File: src/rtl/change_dispenser.sv
// Coin-return engine: runs the inactivity timeout and pays the balance back
// as a greedy stream of one-hot coin pulses, one coin per cycle.
module change_dispenser #(
    parameter int kNumCoins   = 3,
    parameter int kTotalBits  = 31,
    parameter int kWaitCycles = 100,
    parameter int COIN0       = 100,
    parameter int COIN1       = 500,
    parameter int COIN2       = 1000
) (
    input  logic                  clk,
    input  logic                  reset,
    input  logic                  i_activity,
    input  logic                  i_trigger_return,
    input  logic [kTotalBits-1:0] i_balance,
    output logic [kNumCoins-1:0]  o_return_coin,
    output logic [kTotalBits-1:0] o_return_value,
    output logic                  o_busy,
    output logic                  o_done,
    output logic [kTotalBits-1:0] o_residue,
    output logic [31:0]           o_wait_time
);

    typedef enum logic [1:0] {
        S_IDLE,
        S_DISPENSE,
        S_DONE
    } state_t;

    localparam logic [kTotalBits-1:0] kCoinVal [3] = '{
        kTotalBits'(COIN0), kTotalBits'(COIN1), kTotalBits'(COIN2)
    };
    localparam logic [31:0] kWaitLoad = 32'(kWaitCycles);

    state_t                  state_q, state_d;
    logic [kTotalBits-1:0]   remaining_q, remaining_d;
    logic [kNumCoins-1:0]    coin_q, coin_d;
    logic [kTotalBits-1:0]   value_q, value_d;
    logic                    busy_q, busy_d;
    logic                    done_q, done_d;
    logic [kTotalBits-1:0]   residue_q, residue_d;
    logic [31:0]             wait_q, wait_d;

    logic [kTotalBits-1:0]   pick_val;
    logic [kNumCoins-1:0]    pick_oh;
    logic [kTotalBits-1:0]   new_rem;
    logic                    bal_nz;

    assign bal_nz = (i_balance != '0);

    always_comb begin
        state_d     = state_q;
        remaining_d = remaining_q;
        coin_d      = '0;
        value_d     = '0;
        done_d      = 1'b0;
        residue_d   = residue_q;
        wait_d      = wait_q;
        pick_val    = '0;
        pick_oh     = '0;

        // Ascending scan: the last fitting denomination is the largest one.
        for (int i = 0; i < 3; i++) begin
            if (kCoinVal[i] <= remaining_q) begin
                pick_val   = kCoinVal[i];
                pick_oh    = '0;
                pick_oh[i] = 1'b1;
            end
        end
        new_rem = remaining_q - pick_val;

        case (state_q)
            S_IDLE: begin
                if (i_trigger_return && bal_nz) begin
                    remaining_d = i_balance;
                    state_d     = S_DISPENSE;
                end else if (i_activity) begin
                    wait_d = kWaitLoad;
                end else if ((wait_q == '0) && bal_nz) begin
                    remaining_d = i_balance;
                    state_d     = S_DISPENSE;
                end else if (bal_nz) begin
                    wait_d = wait_q - 32'd1;
                end
            end
            S_DISPENSE: begin
                if (remaining_q < kCoinVal[0]) begin
                    residue_d = remaining_q;
                    state_d   = S_DONE;
                end else begin
                    coin_d      = pick_oh;
                    value_d     = pick_val;
                    remaining_d = new_rem;
                    if (new_rem < kCoinVal[0]) begin
                        residue_d = new_rem;
                        state_d   = S_DONE;
                    end
                end
            end
            S_DONE: begin
                done_d  = 1'b1;
                wait_d  = kWaitLoad;
                state_d = S_IDLE;
            end
            default: state_d = S_IDLE;
        endcase

        busy_d = (state_d == S_DISPENSE);
    end

    always_ff @(posedge clk) begin
        if (reset) begin
            state_q     <= S_IDLE;
            remaining_q <= '0;
            coin_q      <= '0;
            value_q     <= '0;
            busy_q      <= 1'b0;
            done_q      <= 1'b0;
            residue_q   <= '0;
            wait_q      <= kWaitLoad;
        end else begin
            state_q     <= state_d;
            remaining_q <= remaining_d;
            coin_q      <= coin_d;
            value_q     <= value_d;
            busy_q      <= busy_d;
            done_q      <= done_d;
            residue_q   <= residue_d;
            wait_q      <= wait_d;
        end
    end

    assign o_return_coin  = coin_q;
    assign o_return_value = value_q;
    assign o_busy         = busy_q;
    assign o_done         = done_q;
    assign o_residue      = residue_q;
    assign o_wait_time    = wait_q;

endmodule

File: config.mk
export PLATFORM = sky130hd
export DESIGN_NAME = change_dispenser
export DESIGN_NICKNAME = d
export VERILOG_FILES = /design/src/rtl/change_dispenser.sv
export SDC_FILE = /design/constraint.sdc
export NUM_CORES = 1
export LEC_CHECK = 0
export CORE_ASPECT_RATIO = 1.25
export CORE_MARGIN = 4
export CORE_UTILIZATION = 55
export CTS_BUF_LIST = sky130_fd_sc_hd__clkbuf_16
export CTS_CLUSTER_DIAMETER = 100
export CTS_CLUSTER_SIZE = 40
export DETAILED_ROUTE_END_ITERATION = 7
export MAX_ROUTING_LAYER = met4
export PLACE_DENSITY_LB_ADDON = 0.1
export SLEW_MARGIN = 20
export SYNTH_ARGS = -nofsm -noshare
export SYNTH_HDL_FRONTEND = slang
export SYNTH_SLANG_ARGS = --single-unit
export TNS_END_PERCENT = 5
File: constraint.sdc
create_clock -name clk -period 11.6 [get_ports clk]
set_input_delay 2.32 -clock clk [delete_from_list [all_inputs] [get_ports clk]]
set_output_delay 2.32 -clock clk [all_outputs]
set_load 0.01 [all_outputs]
# Word-level counts from Yosys, hierarchy flattened
# Cells that the tools add are included.
totals:
  register_bits: 132
  inputBits: 35
  word_cells: 66
op_classes:
  add_sub_neg: 2
  muxes: 25
  order_cmp: 5
  bitwise: 1
  n_reduce_logical: 14
  n_eq_ne: 9
ops:
  columns: ["op", "count"]
  rows:
  - ["$mux W31", 8]
  - ["$mux W32", 4]
  - ["$pmux W32 S2", 1]
  - ["$lt A31 B7 Y1 const B", 2]
  - ["$pmux W31 S2", 1]
  - ["$logic_not A32 Y1", 1]
  - ["$sub A32 B1 Y32 const B", 1]
  - ["$le A10 B31 Y1 const A", 1]
  - ["$le A7 B31 Y1 const A", 1]
  - ["$le A9 B31 Y1 const A", 1]
  - ["$reduce_bool A31 Y1", 1]
  - ["$sub A31 B31 Y31", 1]
  - ["$ne A3 B3 Y1 const B", 4]
  - ["$mux W2", 5]
  - ["$reduce_and A4 Y1", 2]
  - ["$mux W7", 1]
  - ["$mux W3", 2]
  - ["$reduce_bool A2 Y1", 3]
  - ["$reduce_or A5 Y1", 1]
  - ["$eq A2 B1 Y1 const B", 2]
  - ["$ne A2 B2 Y1 const B", 2]
  - ["$pmux W2 S2", 1]
  - ["$reduce_or A4 Y1", 1]
  - ["$reduce_or A3 Y1", 1]
  - ["6 further kinds", 8]

# Longest topological paths before layout
# Gate-level depths: netlist of the first run.
logic_depth:
  depth_word: 10
  depth_mapped: 23
  depth_no_buf: 19

# Least setup slack after synthesis of the first run
# OpenSTA, ideal clock, no wires.
synth_path:
  path_type: "reg-to-reg"
  startpoint: "register remaining_q[17]"
  endpoint: "register residue_q[10], in the netlist o_residue[10]"
  required_time_ns: 11.541
  setup_ns: 0.059
  path_stages_with_launch: 23
  n_path_buf: 4
  arrival_time_ns: 5.250
  period_less_slack_ns: 5.309
  slack_ns: 6.291
  cell_sequence: "dfxtp_1 -> clkbuf_1 -> nor4_1 -> and4b_1 -> clkbuf_1 -> nand3_1 -> or4_1 -> o22ai_1 -> a32o_1 -> a311oi_1 -> nand2b_1 -> ha_1 -> or2_2 -> o21a_1 -> o2111a_1 -> a211oi_1 -> o211ai_1 -> o2111a_1 -> and4b_1 -> buf_6 -> a211oi_4 -> buf_6 -> and2_1"
synth_between:
  elab_chain_cells: 8
  word_cells_on_any_way: 13
  cone_classes: "add/sub (1); order compare (5); mux (5); reduce/logical (2)"
synth_rtl:
  columns: ["element", "line", "text"]
  rows:
  - ["start: declaration", "36", "logic [kTotalBits-1:0] remaining_q, remaining_d;"]
  - ["start signal: assignment", "123", "remaining_q <= remaining_d;"]
  - ["$le A7 B31 Y1", "64", "if (kCoinVal[i] <= remaining_q) begin"]
  - ["$mux W7", "64", null]
  - ["$mux W31 (2 in series)", "64", null]
  - ["$sub A31 B31 Y31", "70", "new_rem = remaining_q - pick_val;"]
  - ["$lt A31 B7 Y1", "94", "if (new_rem < kCoinVal[0]) begin"]
  - ["$reduce_bool A2 Y1 (no line)", null, null]
  - ["$reduce_and A2 Y1 (no line)", null, null]
  - ["end signal: assignment", "128", "residue_q <= residue_d;"]
  - ["end: declaration", "41", "logic [kTotalBits-1:0] residue_q, residue_d;"]
# Several ways; a longest one is shown, not always the timed one. The select of a mux whose other input is x is not followed.
# A chain may end at the register's enable or synchronous reset.

# Worst setup path in the final report of the first run
layout_path:
  startpoint: "register remaining_q[17]"
  endpoint: "register residue_q[28], in the netlist o_residue[28]"
# Same word-level chain as after synthesis.

==> summary.md, run 1 <==
| Metric | Value |
|---|---|
| Detail Route Antenna Nets | 0 |
| Min-Delay Startpoint | o_residue[13]$_SDFFE_PP0P_ |
| Type of the worst min-delay path | reg2reg |
| GPL Wtd Cong | a little over 1 |
| Diode count | 0 |
| Leak pwr | 0.00269 uW |
| Crit path kind | reg2reg |
| Initial antenna violation count | 0 |
| Slew HR | 28.5% |
| Post-Syn Area per Cell | a little over 8 sq um |
| Synthesized flop and latch total | 105 |
| Critical path arrival | 7300 ps |
| Yosys warns | 0 |
| Final hold viol count | 0 |
| Full die area | 12800 sq um |
| Core Area | 10700 sq um |
| Initial DRC Count | roughly 400 |
| Max Freq | 143 MHz |
| Total CTS buffers | 9 |
| CTS tree | built |
| WP data required | 11890 ps |
| Average routed wire per standard cell | ~20 microns |
| GR Overflow Total | 0 |
| Slew Viols, Final | 0 |
| DR vias/cell | 6.30 |
| Effective utilization at floorplan | 56.8% |
| Netlist cell types | 78 |
| Die H | ~130 microns |
| Tcrit/Tclk final | 60.4% |
| Fillers | around 900 |
| PortBufs | 110 |
| Worst Hold End | o_residue[13]$_SDFFE_PP0P_ |
| Share of layout cells above drive strength 1 | 5.62% |
| Max rail drop VDD | approximately 0.00007 V |
| Outcome | finished, final reports clean |
| Std cell rows | 42 |
| H-tree Lvls | 3 |
| Placed insts | 952 |
| R2R Path End | o_residue[28]$_SDFFE_PP0P_ |
| Non-Filler Instances | a little under 1000 |
| R2r startpoint | remaining_q[17]$_SDFFE_PP0P_ |
| Worst slew pin tran | between 1000 and 1500 ps |
| R2R setup slack | 4590 ps |
| Clk_skew | between 7 and 8 ps |
| Reg area | between 2000 and 2500 sq um |
| Post-DP HPWL | 14.3 mm |
| WHS Path Cells | 1 |
| GRT Total Usage | 30.0% |
| Clk slew on worst S/H paths | ~70 ps |
| Async set-reset flop share out of synthesis | 0% |
| Final WL | 19.2 mm |
| Clock buffer depth | 2 |
| Number of global-route vias before repair | 5831 |
| Postcts setup bufs | 0 |
| Post-CTS Hold Fix Bufs | 0 |
| Sequential-to-total area share from yosys stat | about a third |
| Pin count of the biggest net entering global routing | 51 |
| DR pass1 iterations | 5 |
| Net count reported at finish | 874 |
| CP max FO | 24 |
| Synthesized area | 6090 sq um |
| Fin crit period | about 7000 ps |
| Clock sink total | between 100 and 150 |
| Ports | 134 |
| Crit start category | flop |
| Top FF cell, synth | dfxtp_1 |
| Synthesized instance count | 753 |
| Multi-input logic area | roughly 3600 sq um |
| Vias | 6099 |
| RSZ-0062 raised after global routing | false |
| Clock root buffer master | clkbuf_16 |
| Later-pin clock latency in the skew report | 360 ps |
| First-pass GRT wire length | 29.9 mm |
| Post-route DRC violation count | 0 |
| Synth-to-Final Area Change | 21.5% |
| Worst reg2reg path depth | 18 |
| Crit path capture type | flop |
| Die Wd | ~100 microns |
| EDFF count, synth | 0 |
| Number of max-cap violations | 0 |
| Post-route setup TNS | 0 ps |
| Post-CTS Resized | 0 |
| Final number of setup-violating endpoints | 0 |
| Pwr/cell area | 133 nW/um^2 |
## critical path: stages, from the launching register on
cell      delay (ps)
dfxtp_1          430
nor4_1           770
and4b_1          450
nand3_1          290
or4_1            580
o22ai_1          150
a32o_1           150
a311oi_1         220
nand2b_1         220
ha_1             370
or2_2            330
o21a_1           160
o2111a_1         340
a211oi_1         680
o22ai_1          310
o2111a_1         210
and4b_1          330
a211oi_4         710
and2_1           240
## flip-flops by register name (all words and copies together) (netlist names)
| signal | flops |
|---|---|
| o_return_coin | 2 |
| o_done | 1 |
| o_wait_time | 32 |
| o_busy | 1 |
| o_residue | 31 |
| state_q | 2 |
| remaining_q | 31 |
| o_return_value | 5 |
## layout make-up
type                    count  share of cell area (%)
multi-input cells         587                    49.2
inverters                  13                   0.659
clock buffers               9                    3.04
clock inverters             7                    1.05
repair buffers            115                    15.4
flip-flops and latches    105                    28.4
well taps                 132                    2.23
## cell usage after synthesis (4+ instances only)
master     instances  share of area [%]
dfxtp_1          105                 35
nor2_1            90                5.5
nand2_1           59                3.6
a21oi_1           39                3.2
clkbuf_1          32                2.0
and2_1            30                3.1
o21ai_0           30                2.5
nor3_1            29                2.4
buf_4             28                3.5
a211oi_1          22                2.7
xnor2_1           22                3.2
nand2b_1          17                1.7
nor4_1            17                1.7
inv_1             13               0.80
or3_1             13                1.3
xor2_1            13                1.9
nand3_1           12               0.99
or4_1             12                1.5
nor2b_1            9               0.92
a22oi_1            8               0.99
o211ai_1           8               0.99
or2_2              8               0.82
ha_1               7                1.4
mux2i_1            7                1.2
o31ai_1            7               0.86
a31oi_1            6               0.62
and3_1             5               0.51
nand4_1            5               0.51
a21o_1             4               0.49
a311oi_1           4               0.58
and4_1             4               0.58
and4b_1            4               0.66
buf_1              4               0.25
nor4b_1            4               0.58
o2111ai_1          4               0.58
o22ai_1            4               0.41
## report_power, final
part / switching [uW] / total [uW] / internal [uW] / leakage [uW]
clock: 148 / 318 / 169 / 0.000140
sequential: 30.5 / 406 / 376 / 0.000854
combinational: 162 / 260 / 97.8 / 0.00169
total: 341 / 984 / 643 / 0.00269
## logic make-up (layout without fill, tap and decap cells)
| kind of cell | after synthesis | count (layout) | synth area share [%] |
|---|---|---|---|
| xor gates and xnor gates | 35 | 35 | 5.03 |
| adders and majority gates | 8 | 8 | 1.77 |
| AOI/OAI and AO/OA | 180 | 180 | 21.2 |
| and+or+nand+nor | 331 | 331 | 28.5 |
| muxes | 10 | 10 | 1.70 |
| buffers and inverters | 83 | 144 | 7.27 |
| DFF | 105 | 105 | 34.5 |
| other | 1 | 23 | 0.0616 |
## per-layer routing
metal  vias up  global-route usage, %  part of all wire [%]
met4         0                   17.1                   5.2
met5         -                      -                     0
met3        73                   4.48                   7.5
met2       320                   48.5                    49
li1       2842                      -                     -
met1      2864                   35.1                    38
## cell usage in the layout, fill, tap and decap left out, types with 6 or more instances in the layout
cell type	instances
inv_1	13
clkbuf_16	9
nor4_1	17
and2_1	30
a31oi_1	6
o31ai_1	7
ha_1	7
nor3_1	29
nor2_1	90
a211oi_1	22
or4_1	12
o21ai_0	30
xnor2_1	22
dfxtp_1	105
nand2b_1	17
a21oi_1	39
o211ai_1	8
mux2i_1	7
conb_1	23
or3_1	13
xor2_1	13
nand2_1	59
clkdlybuf4s50_1	110
or2_2	8
nor2b_1	9
nand3_1	12
a22oi_1	8
## metrics by stage
stage	area, sq um	setup WS (ps)	utilization, %	total power [uW]	hold WS [ps]
finish	7400	4590	69.0	984	460
global route	7400	4250	69.0	1020	475
CTS	7390	4760	68.9	979	464
global placement	7090	4930	66.1	663	441
detailed placement	7090	4850	66.1	665	443
floorplan	6170	6290	-	591	459
## worst max path at each step
| stage | start | endpoint | cells after the start |
|---|---|---|---|
| final | remaining_q[17]$_SDFFE_PP0P_ | o_residue[28]$_SDFFE_PP0P_ | 18 |
| after global routing | remaining_q[17]$_SDFFE_PP0P_ | o_residue[28]$_SDFFE_PP0P_ | 18 |
| after CTS | remaining_q[17]$_SDFFE_PP0P_ | o_residue[28]$_SDFFE_PP0P_ | 18 |
| after detailed placement | remaining_q[17]$_SDFFE_PP0P_ | o_residue[28]$_SDFFE_PP0P_ | 18 |
| after global placement | remaining_q[17]$_SDFFE_PP0P_ | o_residue[10]$_SDFFE_PP0P_ | 18 |
| after floorplan | remaining_q[17]$_SDFFE_PP0P_ | o_residue[10]$_SDFFE_PP0P_ | 22 |
Note: power is estimated with default switching activity, not from simulation.
==> inputs of run 2 (changes only) <==
--- a/config.mk
+++ b/config.mk
@@ -7,7 +7,7 @@
 export LEC_CHECK = 0
 export CORE_ASPECT_RATIO = 1.25
 export CORE_MARGIN = 4
-export CORE_UTILIZATION = 55
+export CORE_UTILIZATION = 46
 export CTS_BUF_LIST = sky130_fd_sc_hd__clkbuf_16
 export CTS_CLUSTER_DIAMETER = 100
 export CTS_CLUSTER_SIZE = 40
==> constraint.sdc (replaced) <==
create_clock -name clk -period 6.2 [get_ports clk]
set_input_delay 1.24 -clock clk [delete_from_list [all_inputs] [get_ports clk]]
set_output_delay 1.24 -clock clk [all_outputs]
set_load 0.01 [all_outputs]
==> run 2 against run 1 <==
Power up 95%. Combinational power up 120%. Clock power up 86%. Critical path depth unchanged. Register-to-register slack worse by 4300 ps. Global-route usage down 2.8 points. Core utilization down 8.2 points. Non-clock buffer count up 48. Cell area up 5.5%. Largest cell class unchanged. Via count up 1.1%.
==> summary.md, run 2 (synthesis results as in run 1) <==
| Metric | Value |
|---|---|
| Max rail drop VDD | 0.000138 V (+96%) |
| Seq pwr share | 39.1% (-2.2 points) |
| Number of global-route vias before repair | 5929 (+1.7%) |
| H-tree Lvls | 3 (unchanged) |
| Worst setup margin | 281 ps (-4310 ps) |
| CTS tree | built |
| Post-CTS Hold Fix Bufs | 0 (unchanged) |
| Slew HR | 44.4% (+16 points) |
| Synth-to-Final Area Change | 28.2% |
| Max Freq | 169 MHz (+18%) |
| Initial antenna violation count | 0 (unchanged) |
| Clk slew on worst S/H paths | 80 ps (about the same) |
| DR pass1 iterations | 5 (unchanged) |
| Clk_skew | 12.3 ps (+4.69 ps) |
| Final WL | 20.5 mm (+6.9%) |
| Die H | 137 microns (+8.7%) |
| GR Overflow Total | 0 (unchanged) |
| Postcts setup bufs | 0 (unchanged) |
| WP data required | 6470 ps (-5420 ps) |
| Clk pwr share | 30.9% (-1.4 points) |
| Max reg flops | 32 (unchanged) |
| Slew Viols, Final | 0 (unchanged) |
| DP Area | 7490 sq um (+5.7%) |
| Type of the worst min-delay path | reg2reg |
| Core Area | 12800 sq um (+20%) |
| Post-route setup TNS | 0 ps (unchanged) |
| Std cell rows | 46 (+9.5%) |
| Fin crit period | 5920 ps (-1090 ps) |
| Full die area | 15200 sq um (+18%) |
| Effective utilization at floorplan | 47.5% (-9.4 points) |
| Switching power | 659 uW (+93%) |
| Later-pin clock latency in the skew report | 350 ps (about the same) |
| Pre-CTS WS | 77.3 ps (-4770 ps) |
| Diode count | 0 (unchanged) |
| Crit path capture type | flop |
| Int Power | 1260 uW (+96%) |
| Worst slew pin tran | 823 ps (-235 ps) |
| CP max FO | 12 (-50%) |
| WHS Path Cells | 1 (unchanged) |
| Comb pwr share | 30.0% (+3.6 points) |
| Detail Route Antenna Nets | 0 (unchanged) |
| Final hold viol count | 0 (unchanged) |
| Tcrit/Tclk final | 95.5% (+35 points) |
| Leak pwr | 0.00294 uW (+9.2%) |
| Critical path arrival | 6190 ps (-1110 ps) |
| Non-Filler Instances | 1051 (+8.6%) |
| Crit path kind | reg2reg |
| Clock buffer depth | 2 (unchanged) |
| DR vias/cell | 5.86 (-6.9%) |
| Clock sink total | 105 (unchanged) |
| RSZ-0062 raised after global routing | false |
| Finished Cell Area | 7810 sq um (+5.5%) |
| Net count reported at finish | 922 (+5.5%) |
| Total CTS buffers | 9 (unchanged) |
| Clock root buffer master | clkbuf_16 |
| Placed insts | 1036 (+8.8%) |
| Crit start category | flop |
| GPL Wtd Cong | 1.02 (+0.32%) |
| Number of max-cap violations | 0 (unchanged) |
| Post-DP HPWL | 15.7 mm (+10%) |
| Average routed wire per standard cell | 19.5 microns (-1.6%) |
| Ports | 134 (unchanged) |
| Pwr/cell area | 246 nW/um^2 (+85%) |
| First-pass GRT wire length | 32.1 mm (+7.4%) |
| Outcome | finished, final reports clean |
| Post-route DRC violation count | 0 (unchanged) |
| Pin count of the biggest net entering global routing | 52 (+2.0%) |
| Initial DRC Count | 381 (-5.7%) |
| GRT Total Usage | 27.2% (-2.8 points) |
| Die Wd | 111 microns (+8.6%) |
| Final number of setup-violating endpoints | 0 (unchanged) |
| PortBufs | 110 (unchanged) |
| Vias | 6164 (+1.1%) |
| Most frequent cells in the layout | clkdlybuf4s50_1 (110), dfxtp_1 (105), nor2_1 (90), nand2_1 (59), buf_4 (53) |
| Share of layout cells above drive strength 1 | 10.6% (+5.0 points) |
| Most common cell after layout, fill and taps aside | clkdlybuf4s50_1 |
| Worst reg2reg path depth | 18 (unchanged) |
| Switch share | 34.4% (-0.30 points) |
run 2: layout make-up:
| cell class | count | area (sq um) |
|---|---|---|
| clock buffers | 9 | 225 |
| fillers | 1135 | 5020 |
| inverters | 13 | 48.8 |
| multi-input cells | 587 | 3650 |
| well taps | 168 | 210 |
| flip-flops and latches | 105 | 2100 |
| clock inverters | 6 | 76.3 |
| repair buffers | 163 | 1500 |
run 2: final timing paths:
path / to / startpoint / slack [ps]
max reg2reg: o_residue[0]$_SDFFE_PP0P_ / remaining_q[13]$_SDFFE_PP0P_ / 280
min reg2reg: o_residue[10]$_SDFFE_PP0P_ / o_residue[10]$_SDFFE_PP0P_ / 460
max: o_residue[0]$_SDFFE_PP0P_ / remaining_q[13]$_SDFFE_PP0P_ / 280
min: o_residue[10]$_SDFFE_PP0P_ / o_residue[10]$_SDFFE_PP0P_ / 460
run 2: repair_timing:
action,4_1_cts,5_1_grt
endpoints found under the hold margin,0,0
resized for setup,0,2
endpoints found under the setup margin,0,34
run 2: layer usage:
layer	track usage [%]	part of all wire [%]	up-vias
met4	15.1	5.1	0
met2	46.6	49	275
li1	-	-	2956
met1	31.1	40	2871
met5	-	0	-
met3	3.41	5.9	62
run 2: critical path, cell delays in order, from the launching register on:
cell and delay, ps:
dfxtp_1 460, nor4_1 330, buf_4 180, and4b_1 220, nand3_1 150, or4_1 560
o21ai_0 190, a21oi_1 230, ha_1 440, and3_1 250, a2111oi_0 530, o2111ai_1 200
nor4b_1 440, o311ai_0 370, a2111oi_2 410, and4_1 260, buf_4 160, a21o_1 230
mux2i_1 210
run 2: power by group through the flow:
stage / Clock [uW] / Sequential [uW] / Combinational [uW]
global placement: 0 / 761 / 559
floorplan: 0 / 746 / 359
global route: 630 / 755 / 622
finish: 592 / 751 / 575
detailed placement: 0 / 763 / 561
CTS: 604 / 747 / 564
run 2: through the flow:
stage                     hold WS, ps  util (%)  total power [uW]
after detailed placement          443      58.4              1320
after global placement            441      58.4              1320
after floorplan                   459         -              1100
after CTS                         462      60.7              1910
final                             459      60.9              1920
after global routing              471      60.9              2010
==> inputs of run 3 (changes only) <==
--- a/config.mk
+++ b/config.mk
@@ -9,7 +9,6 @@
 export CORE_MARGIN = 4
 export CORE_UTILIZATION = 46
 export CTS_BUF_LIST = sky130_fd_sc_hd__clkbuf_16
-export CTS_CLUSTER_DIAMETER = 100
 export CTS_CLUSTER_SIZE = 40
 export DETAILED_ROUTE_END_ITERATION = 7
 export MAX_ROUTING_LAYER = met4
==> results of run 3 <==
No change in the layout: final DEF, timing and power equal those of run 2.
